$ cat config.mk
export PLATFORM = sky130hd
export DESIGN_NAME = mac_sram_sequencer
export DESIGN_NICKNAME = d
export VERILOG_FILES = /design/src/rtl/mac_sram_sequencer.sv
export SDC_FILE = /design/constraint.sdc
export NUM_CORES = 1
export LEC_CHECK = 0
export CAP_MARGIN = 10
export CORE_MARGIN = 5
export CORE_UTILIZATION = 46
export CTS_CLUSTER_SIZE = 30
export DETAILED_ROUTE_END_ITERATION = 10
export PLACE_DENSITY = 0.82
export SLEW_MARGIN = 20
export SYNTH_ARGS = -nofsm -noshare
export SYNTH_HDL_FRONTEND = slang
export SYNTH_SLANG_ARGS = --single-unit
export TNS_END_PERCENT = 20
$ cat constraint.sdc
create_clock -name i_clk -period 2.1 [get_ports i_clk]
set_input_delay 0.42 -clock i_clk [delete_from_list [all_inputs] [get_ports i_clk]]
set_output_delay 0.42 -clock i_clk [all_outputs]
set_load 0.02 [all_outputs]
$ cat src/rtl/mac_sram_sequencer.sv
// rtl/mac_sram_sequencer.sv - loads two operand SRAMs from a byte stream, then replays operand pairs to a MAC
module mac_sram_sequencer #(
  parameter int DEPTH = 16,
  parameter int AW    = 4
) (
  input  logic          i_clk,
  input  logic          i_rst,
  input  logic          i_start,
  input  logic          i_wr_valid,
  input  logic [7:0]    i_wr_data,
  output logic          o_wr_ready,
  output logic          o_cs_a_n,
  output logic          o_cs_b_n,
  output logic          o_we_n,
  output logic          o_oe_n,
  output logic [AW-1:0] o_addr,
  output logic [7:0]    o_io_out,
  output logic          o_io_oe,
  input  logic [7:0]    i_io_in,
  output logic          o_mac_valid,
  output logic [7:0]    o_opa,
  output logic [7:0]    o_opb,
  input  logic          i_mac_ready,
  output logic          o_mac_clr,
  output logic          o_done,
  output logic [2:0]    o_state
);

  typedef enum logic [2:0] {
    IDLE   = 3'd0,
    LOAD_A = 3'd1,
    LOAD_B = 3'd2,
    RD_A   = 3'd3,
    RD_B   = 3'd4,
    ISSUE  = 3'd5,
    DONE   = 3'd6
  } state_t;

  localparam logic [AW-1:0] LAST = AW'(DEPTH - 1);

  state_t        state;
  logic [AW-1:0] cnt;
  logic          strobe;

  assign o_state = state;
  assign o_addr  = cnt;

  // All SRAM controls are registered so they are glitch-free at the pins.
  always_ff @(posedge i_clk or negedge i_rst) begin
    if (!i_rst) begin
      state       <= IDLE;
      cnt         <= '0;
      strobe      <= 1'b0;
      o_wr_ready  <= 1'b0;
      o_cs_a_n    <= 1'b1;
      o_cs_b_n    <= 1'b1;
      o_we_n      <= 1'b1;
      o_oe_n      <= 1'b1;
      o_io_out    <= 8'h00;
      o_io_oe     <= 1'b0;
      o_mac_valid <= 1'b0;
      o_opa       <= 8'h00;
      o_opb       <= 8'h00;
      o_mac_clr   <= 1'b0;
      o_done      <= 1'b0;
    end else begin
      o_mac_clr <= 1'b0;
      case (state)
        IDLE, DONE: begin
          if (i_start) begin
            state      <= LOAD_A;
            cnt        <= '0;
            o_done     <= 1'b0;
            o_wr_ready <= 1'b1;
          end
        end
        LOAD_A, LOAD_B: begin
          if (strobe) begin
            strobe   <= 1'b0;
            o_cs_a_n <= 1'b1;
            o_cs_b_n <= 1'b1;
            o_we_n   <= 1'b1;
            o_io_oe  <= 1'b0;
            if (cnt == LAST) begin
              cnt <= '0;
              if (state == LOAD_A) begin
                state      <= LOAD_B;
                o_wr_ready <= 1'b1;
              end else begin
                // First read of the compute phase: clear the accumulator alongside it.
                state      <= RD_A;
                o_wr_ready <= 1'b0;
                o_cs_a_n   <= 1'b0;
                o_oe_n     <= 1'b0;
                o_mac_clr  <= 1'b1;
              end
            end else begin
              cnt        <= cnt + AW'(1);
              o_wr_ready <= 1'b1;
            end
          end else if (i_wr_valid && o_wr_ready) begin
            strobe     <= 1'b1;
            o_wr_ready <= 1'b0;
            o_io_out   <= i_wr_data;
            o_we_n     <= 1'b0;
            o_io_oe    <= 1'b1;
            if (state == LOAD_A) o_cs_a_n <= 1'b0;
            else                 o_cs_b_n <= 1'b0;
          end
        end
        RD_A: begin
          o_opa    <= i_io_in;
          o_cs_a_n <= 1'b1;
          o_cs_b_n <= 1'b0;
          state    <= RD_B;
        end
        RD_B: begin
          o_opb       <= i_io_in;
          o_cs_b_n    <= 1'b1;
          o_oe_n      <= 1'b1;
          o_mac_valid <= 1'b1;
          state       <= ISSUE;
        end
        ISSUE: begin
          if (i_mac_ready) begin
            o_mac_valid <= 1'b0;
            if (cnt == LAST) begin
              state  <= DONE;
              o_done <= 1'b1;
            end else begin
              cnt      <= cnt + AW'(1);
              state    <= RD_A;
              o_cs_a_n <= 1'b0;
              o_oe_n   <= 1'b0;
            end
          end
        end
        default: state <= IDLE;
      endcase
    end
  end

endmodule

==> impl_metrics.yaml, run 1 <==
status:
  status: "complete, no violations"
sta:
  maxSlewViolCount: 0
  min_period_ns: 2.00
  setup_violations: 0
  skew_ns: 0.00430
  maxSlewHeadroom_pct: 63.0
  tns_ns: 0
  tightestPinTransition_ns: 0.547
  fmax_mhz: 500
  rsz0062_at_grt: "false"
  finalCritPeriodShare_pct: 95.2
  hold_violations: 0
critical_path:
  cpLargestDelayFamily: "buffers and inverters"
  crit_start: "o_state[1]"
  endpoint_kind: "output port"
  r2r_slack_ns: 0.24
  r2r-end: "o_io_out[7]"
  slowest_delay_ns: 0.62
  arrival_ns: 1.58
  cp.buffers_inverters: 2
  path_class: "reg -> out"
  reg2reg_from: "o_state[1]"
  startpoint_type: "flip-flop"
  reg2reg_depth: 4
  critical_path.slowest_cell: "clkdlybuf4s50_1"
  worstPathRequired_ns: 1.68
  crit_chain: "buf_4 > clkdlybuf4s50_1"
  crit_fanout: 10
global_routing:
  track_usage_pct: 16.9
  antenna_found_initial: 0
  grt_pass1_vias: 1526
  grt.overflow.total: 0
  grt_max_degree: 42
  grt_pass1_wl_mm: 7.29
clock_network:
  cts.sinks: 41
  clkTransAtPathRegs_ns: 0.08
  cts_max_level: 2
  clockRootBuffer: "clkbuf_8"
  numCtsBuffers: 5
  cts_setup_buffers: 0
  cts_tree: "done"
  cts_hold_buf: 0
  clockBufferDepth: 2
  post_cts_resized: 0
  clock_latency_ns: 0.29
power_and_ir_drop:
  peakVddDrop_mv: 0.850
  power_density_mw_per_mm2: 1630
  leakagePower_uw: 0.00116
  total_power_uw: 4340
logic_synthesis:
  synth-simple-area-share_pct: 11.7
  synth_edf_count: 0
  synthesis.instances: 161
  synthAdderAreaFrac_pct: 0.644
  ys_ff_latch: 41
  async_flop_share_pct: 100
  syn_area_sq_mm: 0.00194
  muxShareOfSynthArea_pct: 16.0
  netlist.area_leader.share_pct: 47.7
  synth_ff_type: "dfrtp_1"
  yosys_warnings: 0
  synth_top_family_by_area: "multiplexers"
  synth_compound_area_share_pct: 14.5
  syn_nets: 183
  synth_seq_area_share_pct: 53.1
  synthDistinctLibCells: 46
  ys_top_cells_by_area: "dfrtp_1, mux2_2, mux2_4"
  synth_top_area_cell: "dfrtp_1"
  syn_avg_cell_area_sq_um: 12.1
  synth_xor_area_share_pct: 0.451
routing:
  wl_per_cell_microns: 16.4
  viasPerCell: 5.36
  drtPass1Iterations: 4
  ant_nets: 0
  drc: 0
  drt-initial-drc-count: 75
  via_count: 1473
  drt_wl_total_mm: 4.50
cells_and_area:
  num_antenna_cells: 0
  fillerInstances: 327
  mostFrequentLayoutCells: "clkdlybuf4s50_1, dfrtp_1, mux2_2"
  syn2layout_area_growth_pct: 37.5
  final_common_cell: "clkdlybuf4s50_1"
  final_nets: 246
  post-route-util_pct: 65.8
  drive_above_1_share_pct: 21.3
  design_area_sq_mm: 0.00267
flow_run:
  max-cap-violations: 0
floorplanning:
  dieHeight_microns: 75.0
  placementRows: 23
  ios: 61
  dieArea_sq_mm: 0.00562
  start_util_pct: 47.9
  die_x_microns: 75.0
  coreArea_sq_mm: 0.00406
hold_path:
  min_path_type: "in -> async"
placement:
  routabilityCongestion: 0.787
  port-buffer-count: 60
  dp_hpwl_mm: 3.24
  dpl_cell_area_sq_mm: 0.00259
## power by group
| part | internal [uW] | leakage (uW) | switching (uW) | total [uW] |
|---|---|---|---|---|
| clock network | 230 | 0.0000450 | 262 | 492 |
| logic | 1260 | 0.000622 | 1140 | 2400 |
| registers | 1170 | 0.000493 | 276 | 1450 |
## state kept, by name, summed over array words and instances, names as in the netlist, 3 cells and up
name	cells
o_opa	8
o_state	3
o_opb	8
o_addr	4
o_io_out	8
## worst max path at each step
| stage | cells after the start | to | slack (ns) |
|---|---|---|---|
| 2_1_floorplan | 6 | o_io_out[0] | 0.35 |
| 3_3_place_gp | 4 | o_io_out[4] | 0.05 |
| 3_5_place_dp | 4 | o_io_out[4] | 0.02 |
| 4_1_cts | 2 | o_state[1] | 0.006 |
| 5_1_grt | 2 | o_state[0] | 0.05 |
| 6_report | 2 | o_state[1] | 0.10 |
## through the flow
stage | cells | setup slack [ns] | hold slack [ns]
2_1_floorplan | 161 | 0.351 | 0.124
3_3_place_gp | 267 | 0.0464 | 0.463
3_5_place_dp | 267 | 0.0154 | 0.470
4_1_cts | 275 | 0.00584 | 0.202
5_1_grt | 275 | 0.0468 | 0.234
6_report | 275 | 0.101 | 0.182
## kinds of logic after synthesis
| group | Yosys count |
|---|---|
| xor+xnor | 1 |
| compound gates | 41 |
| flops | 41 |
| simple gates | 39 |
| buf+inv | 13 |
| mux | 25 |
| fa+ha+maj | 1 |
## final cells by class
type	instances	area, sq um	area share, %
flip-flops and latches	41	1030	38.7
inverters	3	11.3	0.422
clock buffers	6	72.6	2.72
well taps	50	62.6	2.34
repair buffers	66	641	24.0
multi-input cells	107	841	31.5
clock inverters	2	10.0	0.375
## per-layer routing
layer	GRT usage (%)	part of all wire, %
met1	22.4	44
met2	26.5	47
met3	6.54	8.8
met4	3.56	0.27
met5	0	0
## synth_stat cells (all sizes together), types with 2 or more instances
library cell,n
dfrtp,37
mux2,24
o21ai,13
nand2,10
buf,9
a21oi,7
nor2,6
dfstp,4
nand3,4
nor2b,4
inv,3
o21a,3
a211o,2
a21o,2
nand2b,2
nor3b,2
nor4b,2
nor4bb,2
o21bai,2
o22ai,2
o2bb2ai,2
Power figures use the tool's default switching activity.
==> run 2, diff against run 1 <==
--- a/config.mk
+++ b/config.mk
@@ -11,7 +11,6 @@
 export CTS_CLUSTER_SIZE = 30
 export DETAILED_ROUTE_END_ITERATION = 10
 export PLACE_DENSITY = 0.82
-export SLEW_MARGIN = 20
 export SYNTH_ARGS = -nofsm -noshare
 export SYNTH_HDL_FRONTEND = slang
 export SYNTH_SLANG_ARGS = --single-unit
==> constraint.sdc (replaced) <==
create_clock -name i_clk -period 2.1 [get_ports i_clk]
set_input_delay 0.42 -clock i_clk [delete_from_list [all_inputs] [get_ports i_clk]]
set_output_delay 0.42 -clock i_clk [all_outputs]
set_load 0.005 [all_outputs]
==> run 2 against run 1 <==
Clock skew grew 0.0031 ns; final area grew 1.3%; final cell count grew 0.36%; die area is the same; critical path depth is the same; routed wire length shrank 3.5%; global-route usage shrank 0.52 points; register-to-register slack gained 0.06 ns; core utilization grew 0.86 points; sequential cell count is the same; count of clock-buffer cells in the layout shrank 1; critical path type unchanged; largest cell class unchanged.
==> impl_metrics.yaml, run 2 (synthesis results as in run 1) <==
floorplanning:
  die_x_microns: 75.0
  dieArea_sq_mm: 0.00562
  dieHeight_microns: 75.0
  start_util_pct: 47.9
  coreArea_sq_mm: 0.00406
  ios: 61
  placementRows: 23
clock_network:
  cts_max_level: 2
  clockRootBuffer: "clkbuf_8"
  clockBufferDepth: 2
  cts_hold_buf: 0
  clock_latency_ns: 0.29
  cts_setup_buffers: 0
  numCtsBuffers: 5
  post_cts_resized: 0
  cts.sinks: 41
  cts_tree: "done"
  clkTransAtPathRegs_ns: 0.08
flow_run:
  max-cap-violations: 0
placement:
  dpl_cell_area_sq_mm: 0.00260
  port-buffer-count: 60
  dp_hpwl_mm: 3.17
  routabilityCongestion: 0.793
global_routing:
  grt_pass1_vias: 1524
  grt.overflow.total: 0
  grt_max_degree: 42
  antenna_found_initial: 0
  grt_pass1_wl_mm: 7.07
  track_usage_pct: 16.4
cells_and_area:
  final_nets: 248
  num_antenna_cells: 0
  syn2layout_area_growth_pct: 39.3
  top_regs: "o_io_out x8, o_opa x8, o_opb x8"
  design_area_sq_mm: 0.00271
  drive_above_1_share_pct: 21.7
  post-route-util_pct: 66.7
  final_common_cell: "clkdlybuf4s50_1"
  mostFrequentLayoutCells: "clkdlybuf4s50_1, dfrtp_1, mux2_2"
power_and_ir_drop:
  peakVddDrop_mv: 0.788
  pwr-share-clk_pct: 14.9
  total_power_uw: 4090
  power_frac_comb_pct: 50.6
  internal_power_uw: 2800
  netSwitchingFraction_pct: 31.5
  power_density_mw_per_mm2: 1510
  leakagePower_uw: 0.00118
  p_sw_uw: 1290
  power_frac_seq_pct: 34.5
routing:
  wl_per_cell_microns: 15.7
  viasPerCell: 5.47
  drt_wl_total_mm: 4.35
  ant_nets: 0
  drtPass1Iterations: 4
  drt-initial-drc-count: 76
  via_count: 1509
  drc: 0
sta:
  hold_violations: 0
  finalCritPeriodShare_pct: 89.0
  maxSlewHeadroom_pct: 65.7
  worst_hold_slack_ns: 0.186
  tightestPinTransition_ns: 0.510
  rsz0062_at_grt: "false"
  setup_violations: 0
  min_period_ns: 1.87
  skew_ns: 0.00737
  maxSlewViolCount: 0
  fmax_mhz: 535
  tns_ns: 0
critical_path:
  worstPathRequired_ns: 1.68
  endpoint_kind: "output port"
  arrival_ns: 1.45
  crit_fanout: 16
  path_class: "reg -> out"
  startpoint_type: "flip-flop"
hold_path:
  min_path_type: "in -> async"
status:
  status: "complete, no violations"
run 2: routing by layer:
layer / wire length [microns] / global-route usage [%]
met5: 0 / 0
met4: 34 / 4.15
met3: 392 / 5.87
met2: 2020 / 25.3
met1: 1900 / 22.1
run 2: path summary, 6_finish.rpt:
check / end / slack, ns / depth (start not counted) / start
max in group asynchronous: o_oe_n / 1.55 / 2 / i_rst
setup reg to reg: o_io_out[2] / 0.30 / 4 / o_state[0]
min in group i_clk: o_io_oe / 0.49 / 1 / o_io_oe
hold / removal: o_opa[4] / 0.19 / 2 / i_rst
setup / recovery: o_state[1] / 0.23 / 2 / o_state[1]
hold reg to reg: o_io_oe / 0.49 / 1 / o_io_oe
run 2: final cells by class:
cell class	instances	area [sq um]
Clock buffer	5	68.8
Clock inverter	2	35.0
Tap cell	50	62.6
Inverter	3	11.3
Multi-Input combinational cell	107	841
Timing Repair Buffer	68	656
Sequential cell	41	1030
Fill cell	337	1350
run 2: critical path, stage by stage, from the launching register on:
cell             delay, ns
dfrtp_1               0.41
buf_4                 0.23
clkdlybuf4s50_1       0.52
run 2: power by group through the flow:
stage	sequential, uW	combinational [uW]	clock (uW)
finish	1410	2070	608
global route	1470	2270	646
CTS	1420	2100	624
detailed placement	1420	2080	0
global placement	1410	2040	0
floorplan	1400	1130	0
run 2: stage by stage:
stage | instances | setup slack [ns]
6_report | 276 | 0.230
5_1_grt | 276 | 0.156
4_1_cts | 276 | 0.217
3_5_place_dp | 269 | -0.000661
3_3_place_gp | 269 | 0.0494
2_1_floorplan | 161 | 0.447
==> run 3, diff against run 2 <==
==> constraint.sdc (replaced) <==
create_clock -name i_clk -period 2.1 [get_ports i_clk]
set_input_delay 0.42 -clock i_clk [delete_from_list [all_inputs] [get_ports i_clk]]
set_output_delay 0.42 -clock i_clk [all_outputs]
set_load 0.02 [all_outputs]
==> results of run 3 <==
The final DEF is identical to that of run 1; final timing and power are the same.
